[src/rtl/elevator_pkg.sv]
// Shared types and helpers for the SCAN elevator car controller.
package elevator_pkg;

  typedef enum logic [1:0] {
    StIdle = 2'd0,
    StMove = 2'd1,
    StDoor = 2'd2,
    StHalt = 2'd3
  } state_e;

  // Ceiling log2 for counter sizing; callers clamp the argument to at least 2.
  function automatic int unsigned clog2(input int unsigned value);
    int unsigned res;
    res = 0;
    while ((res < 32) && ((64'd1 << res) < 64'(value))) res++;
    return res;
  endfunction

  // True when the car should open at the floor it has just reached.
  function automatic logic stop_at(input logic dir_up, input logic car_here,
                                   input logic up_here, input logic dn_here,
                                   input logic above, input logic below);
    if (dir_up) return car_here | up_here | (dn_here & ~above);
    else        return car_here | dn_here | (up_here & ~below);
  endfunction

endpackage

[src/rtl/elevator_req_scan.sv]
// Combinational view of the pending calls relative to one floor.
module elevator_req_scan #(
  parameter int unsigned FLOORS = 8,
  parameter int unsigned POS_W  = 3
) (
  input  logic [FLOORS-1:0] car_pend,
  input  logic [FLOORS-1:0] up_pend,
  input  logic [FLOORS-1:0] dn_pend,
  input  logic [POS_W-1:0]  floor_pos,
  output logic              req_above,
  output logic              req_below,
  output logic              req_here_up,
  output logic              req_here_dn,
  output logic              req_here_car
);

  logic [FLOORS-1:0] all_pend;
  logic [FLOORS-1:0] here_mask;
  logic [FLOORS-1:0] below_mask;
  logic [FLOORS-1:0] above_mask;

  // Split the floor range into below / here / above and reduce each class.
  always_comb begin
    all_pend     = car_pend | up_pend | dn_pend;
    here_mask    = FLOORS'(1) << floor_pos;
    below_mask   = here_mask - FLOORS'(1);
    above_mask   = ~(below_mask | here_mask);
    req_above    = |(all_pend & above_mask);
    req_below    = |(all_pend & below_mask);
    req_here_up  = |(up_pend & here_mask);
    req_here_dn  = |(dn_pend & here_mask);
    req_here_car = |(car_pend & here_mask);
  end

endmodule

[src/rtl/elevator_scan_ctrl.sv]
// SCAN car controller: latches three call classes, travels floor to floor,
// dwells with the door open and halts on emergency stop.
module elevator_scan_ctrl
  import elevator_pkg::*;
#(
  parameter int unsigned FLOORS        = 8,
  parameter int unsigned POS_W         = 3,
  parameter int unsigned DOOR_OPEN     = 5,
  parameter int unsigned TRAVEL_CYCLES = 4
) (
  input  logic              clk,
  input  logic              rst,
  input  logic [FLOORS-1:0] car_req,
  input  logic [FLOORS-1:0] hall_up_req,
  input  logic [FLOORS-1:0] hall_dn_req,
  input  logic              door_hold,
  input  logic              estop,
  output logic [POS_W-1:0]  floor_pos,
  output logic              door_open,
  output logic              moving_up,
  output logic              moving_down,
  output logic [FLOORS-1:0] car_pend,
  output logic [FLOORS-1:0] up_pend,
  output logic [FLOORS-1:0] dn_pend
);

  localparam int unsigned TravW = clog2((TRAVEL_CYCLES < 2) ? 2 : TRAVEL_CYCLES);
  localparam int unsigned DoorW = clog2((DOOR_OPEN < 2) ? 2 : DOOR_OPEN);
  localparam logic [TravW-1:0]  TravLast = TravW'(TRAVEL_CYCLES - 1);
  localparam logic [DoorW-1:0]  DoorLast = DoorW'(DOOR_OPEN - 1);
  localparam logic [POS_W-1:0]  TopFloor = POS_W'(FLOORS - 1);
  // No up-call from the top floor, no down-call from the ground floor.
  localparam logic [FLOORS-1:0] UpValid  = ~(FLOORS'(1) << (FLOORS - 1));
  localparam logic [FLOORS-1:0] DnValid  = ~FLOORS'(1);

  state_e            state_q, state_d;
  logic [POS_W-1:0]  floor_q, floor_d;
  logic              dir_q, dir_d;
  logic [TravW-1:0]  trav_q, trav_d;
  logic [DoorW-1:0]  door_q, door_d;
  logic [FLOORS-1:0] car_q, car_d, up_q, up_d, dn_q, dn_d;

  logic [FLOORS-1:0] car_m, up_m, dn_m;
  logic [FLOORS-1:0] here_mask, svc_mask;
  logic              here_req, step, end_d, svc;
  logic              above, below, here_up, here_dn, here_car;

  // Pending view including this cycle's requests, so a call acts immediately.
  assign car_m     = car_q | car_req;
  assign up_m      = (up_q | hall_up_req) & UpValid;
  assign dn_m      = (dn_q | hall_dn_req) & DnValid;
  assign here_mask = FLOORS'(1) << floor_q;
  assign svc_mask  = FLOORS'(1) << floor_d;
  assign here_req  = |((car_req | (hall_up_req & UpValid) | (hall_dn_req & DnValid)) & here_mask);
  assign end_d     = dir_q ? (floor_d == TopFloor) : (floor_d == '0);

  // Scan against the floor the car will occupy after this edge.
  elevator_req_scan #(
    .FLOORS (FLOORS),
    .POS_W  (POS_W)
  ) u_scan (
    .car_pend     (car_m),
    .up_pend      (up_m),
    .dn_pend      (dn_m),
    .floor_pos    (floor_d),
    .req_above    (above),
    .req_below    (below),
    .req_here_up  (here_up),
    .req_here_dn  (here_dn),
    .req_here_car (here_car)
  );

  // State and datapath registers.
  always_ff @(posedge clk or posedge rst) begin
    if (rst) begin
      state_q <= StIdle;
      floor_q <= '0;
      dir_q   <= 1'b1;
      trav_q  <= '0;
      door_q  <= '0;
      car_q   <= '0;
      up_q    <= '0;
      dn_q    <= '0;
    end else begin
      state_q <= state_d;
      floor_q <= floor_d;
      dir_q   <= dir_d;
      trav_q  <= trav_d;
      door_q  <= door_d;
      car_q   <= car_d;
      up_q    <= up_d;
      dn_q    <= dn_d;
    end
  end

  // Travel counter and floor step; never steps past either end.
  always_comb begin
    floor_d = floor_q;
    trav_d  = '0;
    step    = 1'b0;
    if (state_q == StMove && !estop) begin
      if (trav_q != TravLast) begin
        trav_d = trav_q + TravW'(1);
      end else if (dir_q && floor_q != TopFloor) begin
        step    = 1'b1;
        floor_d = floor_q + POS_W'(1);
      end else if (!dir_q && floor_q != '0) begin
        step    = 1'b1;
        floor_d = floor_q - POS_W'(1);
      end
    end
  end

  // Next state, direction and door dwell counter.
  always_comb begin
    state_d = state_q;
    dir_d   = dir_q;
    door_d  = '0;
    if (estop) begin
      state_d = StHalt;
    end else begin
      unique case (state_q)
        StIdle: begin
          if (here_car || here_up || here_dn) begin
            state_d = StDoor;
          end else if (above && !below) begin
            dir_d   = 1'b1;
            state_d = StMove;
          end else if (below && !above) begin
            dir_d   = 1'b0;
            state_d = StMove;
          end else if (above && below) begin
            state_d = StMove;
          end
        end
        StMove: begin
          if (trav_q == TravLast) begin
            if (step && stop_at(dir_q, here_car, here_up, here_dn, above, below)) begin
              state_d = StDoor;
            end else if (end_d) begin
              state_d = StIdle;
            end
          end
        end
        StDoor: begin
          if (door_hold || here_req) begin
            door_d = '0;
          end else if (door_q != DoorLast) begin
            door_d = door_q + DoorW'(1);
          end else if (dir_q ? above : below) begin
            state_d = StMove;
          end else if (dir_q ? below : above) begin
            dir_d   = ~dir_q;
            state_d = StMove;
          end else begin
            state_d = StIdle;
          end
        end
        StHalt:  state_d = StIdle;
        default: state_d = StIdle;
      endcase
    end
  end

  // Request latching with service clearing at the door floor.
  always_comb begin
    svc  = (state_d == StDoor) || (state_q == StDoor);
    car_d = car_m;
    up_d  = up_m;
    dn_d  = dn_m;
    if (svc) begin
      car_d = car_m & ~svc_mask;
      if (dir_q || !above) up_d = up_m & ~svc_mask;
      if (!dir_q || !below) dn_d = dn_m & ~svc_mask;
    end
  end

  // Outputs decoded from registered state only.
  always_comb begin
    door_open   = (state_q == StDoor);
    moving_up   = (state_q == StMove) && dir_q;
    moving_down = (state_q == StMove) && !dir_q;
    floor_pos   = floor_q;
    car_pend    = car_q;
    up_pend     = up_q;
    dn_pend     = dn_q;
  end

endmodule
[config.mk]
export PLATFORM = sky130hd
export DESIGN_NAME = elevator_scan_ctrl
export DESIGN_NICKNAME = d
export VERILOG_FILES = /design/src/rtl/elevator_pkg.sv /design/src/rtl/elevator_req_scan.sv /design/src/rtl/elevator_scan_ctrl.sv
export SDC_FILE = /design/constraint.sdc
export NUM_CORES = 1
export LEC_CHECK = 0
export ABC_AREA = 1
export ABC_CLOCK_PERIOD_IN_PS = 7300
export CORE_ASPECT_RATIO = 0.75
export CORE_MARGIN = 1.5
export CORE_UTILIZATION = 57
export CTS_CLUSTER_SIZE = 12
export DETAILED_ROUTE_END_ITERATION = 6
export GPL_ROUTABILITY_DRIVEN = 0
export PLACE_DENSITY = 0.92
export SYNTH_ARGS = -nofsm -noshare
export SYNTH_HDL_FRONTEND = slang
export SYNTH_SLANG_ARGS = --single-unit
[constraint.sdc]
create_clock -name clk -period 7.3 [get_ports clk]
set_input_delay 1.46 -clock clk [delete_from_list [all_inputs] [get_ports clk]]
set_output_delay 1.46 -clock clk [all_outputs]
set_load 0.03 [all_outputs]
==> impl_metrics.tcl, run 1 <==
set metrics [dict create \
    post-synth-top-area-fraction 0.278 \
    reg2reg_to "up_pend[4]$_DFF_PP0_" \
    synthAdderAreaFrac 0.0870 \
    start_util 0.590 \
    synthesis.yosys.warnings 0 \
    rrSetupSlack_ns 2.43 \
    f_max_ghz 0.177 \
    synth_compound_gate_area_share 0.0631 \
    worstSetupEndpoint "up_pend[4]$_DFF_PP0_" \
    tns_ns 0 \
    gr-usage-all-layers 0.300 \
    worstPathArrival_ns 5.82 \
    post-route-cell-area_mm2 0.00351 \
    final_layout_size_suffix_gt1_frac 0.0950 \
    place_inst 536 \
    num_io_pins 58 \
    area_growth_pct 22.1 \
    slew_violations 0 \
    min_period_over_period 0.774 \
    worstSetupPathType "input port to flop" \
    synth_top_cell_by_area "dfrtp_1" \
    mux_share_of_post_synthesis_cell_area 0 \
    cts_inserted_buffers 5 \
    power_leakage_nw 1.71 \
    detail-route-antenna-nets 0 \
    design.core.area_mm2 0.00487 \
    grt_pass1_vias 2860 \
    final_hold_fails 0 \
    cts_hold_buf 0 \
    synth_cells 433 \
    path_clk_slew_ns 0.07 \
    vias_per_cell 5.71 \
    global_route_wire_length_before_repair_mm 13.0 \
    net_switching_power_mw 0.284 \
    placementRows 22 \
    die-width_um 85.0 \
    power_report.internal_total_mw 0.432 \
    cts_max_level 2 \
    largest_net_degree_at_the_start_of_global_routing 34 \
    cts_setup_buffers 0 \
    reg2regPathDepth 28 \
    post_drt_wl_per_cell_um 14.3 \
    detailed_place.area_mm2 0.00340 \
    ir_worst_vdd_mv 0.131 \
    share_seq_of_total_power 0.329 \
    io_buffers 53 \
    status "finished, violations left" \
    drt_first_pass_iters 7 \
    tritoncts "built" \
    power.clock.fraction 0.254 \
    timing.critical_path.from_type "input port" \
    post_synth_and_or_nand_nor_area_fraction 0.445 \
    synth_top_family_by_area "simple AND/OR/NAND/NOR gates" \
    n_antenna_cell 0 \
    n_fill_cell 385 \
    switching_share 0.396 \
    die_area_mm2 0.00549 \
    skew_ns 0.00518 \
    synth_area_leaders "dfrtp_1, nand2_1, ha_1" \
    worst_skew_pair.late_latency_ns 0.29 \
    grt_antenna_before_repair 0 \
    worstSetupStartpoint "estop" \
    synth_enable_flop_cells 0 \
    drv_cap 0 \
    min_path_type "flop to flop" \
    gr-total-overflow 0 \
    cts_sinks 33 \
    postSynthAreaPerCell_um2 6.64 \
    crit-reg2reg-launch "floor_pos[0]$_DFF_PP0_" \
    synth-seq-cells 33 \
    setup-violations-final 0 \
    totalWireLength_mm 7.78 \
    drt_iter0_drc 313 \
    finish.net_count 531 \
    yosysUniqueCellTypes 36 \
    path_max_fanout 23 \
    final.setup.worst_slack_ns 1.65 \
    die_y_um 64.5 \
    synthFlopType "dfrtp_1" \
    ctsLongestPathBuffers 2 \
    combinationalPowerShare 0.417 \
    violations "design-rule violations" \
    ys_seq_area_frac 0.288 \
    period_needed_ns 5.65 \
    post_synth_xor_area_fraction 0.00304 \
    required_ns 7.48 \
    dpl_worst_slack_ns 1.53 \
    netlist_area_mm2 0.00288 \
    ctsRootBufferMaster "clkbuf_8" \
    cts.repair.resized 0 \
    regArea_um2 827 \
    hpwl_dp_mm 5.82 \
    power_density_mw_per_mm2 204 \
    asyncSetResetFlopFracSynth 1.00 \
    finish.cell_count_without_fillers 544 \
    vias 3108 \
    multi_input_area_mm2 0.00173 \
    unrepaired_setup_endpoints_after_global_routing "no" \
    drc_errors 2 \
    critPathCaptureType "flop" \
]
==> synthesized netlist by cell type, drive strengths merged (2+ instances only) <==
cell type / n
a21oi: 17
ha: 20
inv: 61
o21ai: 8
nand3: 54
nor3: 6
nand4: 13
o22ai: 2
buf: 11
nand2: 127
dfrtp: 32
nor2: 70
==> logic make-up after synthesis <==
group,count (synthesis)
AND/OR/NAND/NOR,273
buffers and inverters,73
flip-flops,33
AO/OA/AOI/OAI,32
adder cells (fa/ha/maj),20
XOR/XNOR,1
other,1
==> worst min-delay path by stage <==
stage                                    from                   to  slack (ns)  cells past startpoint
after floorplan           trav_q[0]$_DFF_PP0_  trav_q[0]$_DFF_PP0_        0.41                      1
after global placement    trav_q[0]$_DFF_PP0_  trav_q[0]$_DFF_PP0_        0.42                      1
after detailed placement  trav_q[0]$_DFF_PP0_  trav_q[0]$_DFF_PP0_        0.44                      1
after CTS                 trav_q[0]$_DFF_PP0_  trav_q[0]$_DFF_PP0_        0.45                      1
after global routing      trav_q[0]$_DFF_PP0_  trav_q[0]$_DFF_PP0_        0.47                      1
final                     trav_q[0]$_DFF_PP0_  trav_q[0]$_DFF_PP0_        0.45                      1
==> power by group through the flow <==
stage | Combinational [mW] | Clock [mW] | Sequential [mW]
finish | 0.298 | 0.182 | 0.235
global route | 0.322 | 0.192 | 0.239
CTS | 0.295 | 0.182 | 0.235
detailed placement | 0.292 | 0 | 0.238
global placement | 0.285 | 0 | 0.237
floorplan | 0.141 | 0 | 0.287
==> critical path, cell delays in order <==
cell and delay (ns):
clkdlybuf4s50_1 0.49, inv_2 0.14, nand3_2 0.12, nor2_1 0.13, nand2_2 0.10, nand2_8 0.16
inv_2 0.13, nor2_1 0.29, inv_1 0.11, ha_1 0.25, nand4_1 0.12, ha_1 0.23
nand2_1 0.07, nand4_1 0.08, a211oi_1 0.31, nand2_2 0.16, inv_2 0.13, ha_1 0.17
nor2_1 0.05, o211ai_1 0.07, nand2_1 0.06, o21ai_0 0.17, inv_1 0.11, nand3_4 0.26
nand2_4 0.23, nand2_1 0.14, nand2_1 0.07
==> placed cells by master, fill, tap and decap left out, types with 2 or more instances in the layout <==
| cell type | synthesis | routed |
|---|---|---|
| a21oi_1 | 17 | 17 |
| clkbuf_8 | 0 | 6 |
| clkdlybuf4s50_1 | 0 | 53 |
| conb_1 | 1 | 2 |
| dfrtp_1 | 32 | 32 |
| ha_1 | 20 | 20 |
| inv_1 | 53 | 53 |
| inv_2 | 8 | 8 |
| nand2_1 | 112 | 112 |
| nand2_2 | 12 | 12 |
| nand2_4 | 2 | 2 |
| nand3_1 | 50 | 50 |
| nand3_2 | 3 | 3 |
| nand4_1 | 12 | 12 |
| nor2_1 | 63 | 63 |
| nor2_2 | 2 | 2 |
| nor2_4 | 5 | 5 |
| nor3_1 | 6 | 6 |
| o21ai_0 | 7 | 7 |
| o22ai_1 | 2 | 2 |
==> flip-flops by register name, summed over array words and instances, names as in the netlist <==
signal	flops
state_q	2
dir_q	1
up_pend	7
floor_pos	3
dn_pend	7
trav_q	2
door_q	3
car_pend	8
==> routing by layer <==
metal,GRT usage,up-vias,share of wire
met2,0.485,195,0.45
met4,0.121,0,0.024
met3,0.0599,30,0.10
li1,-,1484,-
met1,0.397,1399,0.42
met5,0,-,0
==> metrics by stage <==
step	util	hold WS, ns	power [mW]
6_report	0.721	0.447	0.715
5_1_grt	0.721	0.469	0.752
4_1_cts	0.721	0.449	0.712
3_5_place_dp	0.697	0.439	0.530
3_3_place_gp	0.697	0.424	0.522
2_1_floorplan	-	0.413	0.428
==> layout make-up <==
type / count / share of cell area
inverter: 61 / 0.0652
tap: 60 / 0.0214
clock buffer: 7 / 0.0246
multi-input combinational: 328 / 0.492
sequential: 33 / 0.235
timing repair buffer: 54 / 0.153
clock inverter: 1 / 0.00855
Note: power is estimated with default switching activity, not from simulation.
==> run 2, diff against run 1 <==
Settings changed: ABC_CLOCK_PERIOD_IN_PS 7300 to 5500, CORE_UTILIZATION 57 to 52, PLACE_DENSITY 0.92 to 0.86.
Clock period 7.3 ns to 5.5 ns, I/O delays scaled along.
==> run 2 against run 1 <==
Net effect:
- flip-flop and latch count unchanged
- sequential share of layout area is 0.22 points lower
- final cell count is 3.5% higher
- utilization shrank 5.5 points
- the flow now finishes without violations
- combinational power grew 33%
- highest routed layer unchanged
- setup slack worse by 1.3 ns
- critical path type unchanged
==> impl_metrics.tcl, run 2 (synthesized netlist as in run 1, its figures left out) <==
set metrics [dict create \
    dpl_worst_slack_ns 0.191 \
    placementRows 23 \
    final_layout_size_suffix_gt1_frac 0.105 \
    final_hold_fails 0 \
    detail-route-antenna-nets 0 \
    io_buffers 53 \
    gr-usage-all-layers 0.278 \
    hpwl_dp_mm 5.99 \
    vias 3044 \
    layout.cells.most_common "nand2_1" \
    final.setup.worst_slack_ns 0.381 \
    worst_skew_pair.late_latency_ns 0.28 \
    tritoncts "built" \
    worstPathArrival_ns 5.28 \
    start_util 0.540 \
    required_ns 5.66 \
    gr-total-overflow 0 \
    n_fill_cell 466 \
    crit-reg2reg-launch "floor_pos[0]$_DFF_PP0_" \
    grt_antenna_before_repair 0 \
    finish.net_count 535 \
    min_period_over_period 0.931 \
    worstSetupStartpoint "estop" \
    cts_hold_buf 0 \
    cts.repair.resized 0 \
    min-delay-start "trav_q[0]$_DFF_PP0_" \
    largest_net_degree_at_the_start_of_global_routing 34 \
    unrepaired_setup_endpoints_after_global_routing "no" \
    design.core.area_mm2 0.00532 \
    drt_iter0_drc 289 \
    totalWireLength_mm 7.80 \
    vias_per_cell 5.41 \
    post_drt_wl_per_cell_um 13.8 \
    cts_inserted_buffers 5 \
    drc_errors 0 \
    post-route-cell-area_mm2 0.00355 \
    most-common-layout-cells "nand2_1, nor2_1, inv_1, clkdlybuf4s50_1, nand3_1" \
    n_antenna_cell 0 \
    cts_max_level 2 \
    area_growth_pct 23.3 \
    timing.critical_path.from_type "input port" \
    die_area_mm2 0.00599 \
    flip_flop_count_of_the_largest_register_all_copies_and_words_added 8 \
    ctsLongestPathBuffers 2 \
    slew_violations 0 \
    num_io_pins 58 \
    ctsRootBufferMaster "clkbuf_8" \
    power_density_mw_per_mm2 258 \
    maxSlewHeadroom 0.676 \
    detailed_place.area_mm2 0.00344 \
    max_slew.worst_pin.slew_ns 0.473 \
    ir_worst_vdd_mv 0.181 \
    power_leakage_nw 1.72 \
    drt_first_pass_iters 7 \
    path_clk_slew_ns 0.08 \
    die-width_um 88.9 \
    tns_ns 0 \
    power_mw 0.914 \
    path_max_fanout 22 \
    status "finished clean" \
    grt_pass1_vias 2749 \
    global_route_wire_length_before_repair_mm 12.7 \
    period_needed_ns 5.12 \
    cts_setup_buffers 0 \
    finalCoreUtilization 0.666 \
    min_path_type "flop to flop" \
    die_y_um 67.4 \
    critPathCaptureType "flop" \
    drv_cap 0 \
    f_max_ghz 0.195 \
    worstSetupPathType "input port to flop" \
    cts_sinks 33 \
    skew_ns 0.00957 \
    setup-violations-final 0 \
]
[run 2: path summary, 6_finish.rpt]
kind                            slack, ns  cells past startpoint                   end
worst max-delay path                 0.38                     27  up_pend[1]$_DFF_PP0_
worst min-delay path                 0.43                      1   trav_q[0]$_DFF_PP0_
worst max register to register       0.84                     29  up_pend[1]$_DFF_PP0_
worst min register to register       0.43                      1   trav_q[0]$_DFF_PP0_
max in group asynchronous            3.96                      3     dir_q$_DFFE_PP1P_
min in group asynchronous            1.21                      3  dn_pend[7]$_DFF_PP0_
[run 2: report_power, final]
group          leakage [nW]  internal (mW)  switching (mW)
registers             0.377          0.284          0.0274
logic                  1.29          0.143           0.252
clock network        0.0542          0.113          0.0934
[run 2: worst max-delay path: stages]
cell             delay [ns]
clkdlybuf4s50_1        0.51
inv_2                  0.15
nand3_2                0.12
nor2_1                 0.14
nand2_2                0.10
nand2_8                0.16
inv_2                  0.13
nor2_1                 0.31
inv_1                  0.12
ha_1                   0.26
nand4_1                0.12
ha_1                   0.23
nand2_1                0.07
nand4_1                0.07
a211oi_1               0.26
nand2_2                0.16
inv_2                  0.11
ha_1                   0.17
nor2_1                 0.05
o211ai_1               0.07
nand2_1                0.06
o21ai_0                0.14
inv_1                  0.10
nand3_4                0.18
nand2_4                0.19
nand2_1                0.11
nand2_1                0.06
[run 2: layer usage]
layer	share of wire	global-route usage
met1	0.44	0.376
met2	0.45	0.460
met3	0.095	0.0550
met4	0.010	0.0645
met5	0	0
[run 2: through the flow]
| stage | hold slack, ns | instances |
|---|---|---|
| 3_3_place_gp | 0.424 | 555 |
| 4_1_cts | 0.441 | 563 |
| 5_1_grt | 0.452 | 563 |
| 6_report | 0.435 | 563 |
| 2_1_floorplan | 0.413 | 434 |
| 3_5_place_dp | 0.431 | 555 |
[run 2: cell type report]
class                      count  area, um^2  share of cell area
timing repair buffer          58         568               0.160
clock buffer                   7        96.3              0.0272
clock inverter                 1        5.00             0.00141
tap                           75        93.8              0.0265
multi-input combinational    328        1730               0.487
sequential                    33         827               0.233
inverter                      61         229              0.0646
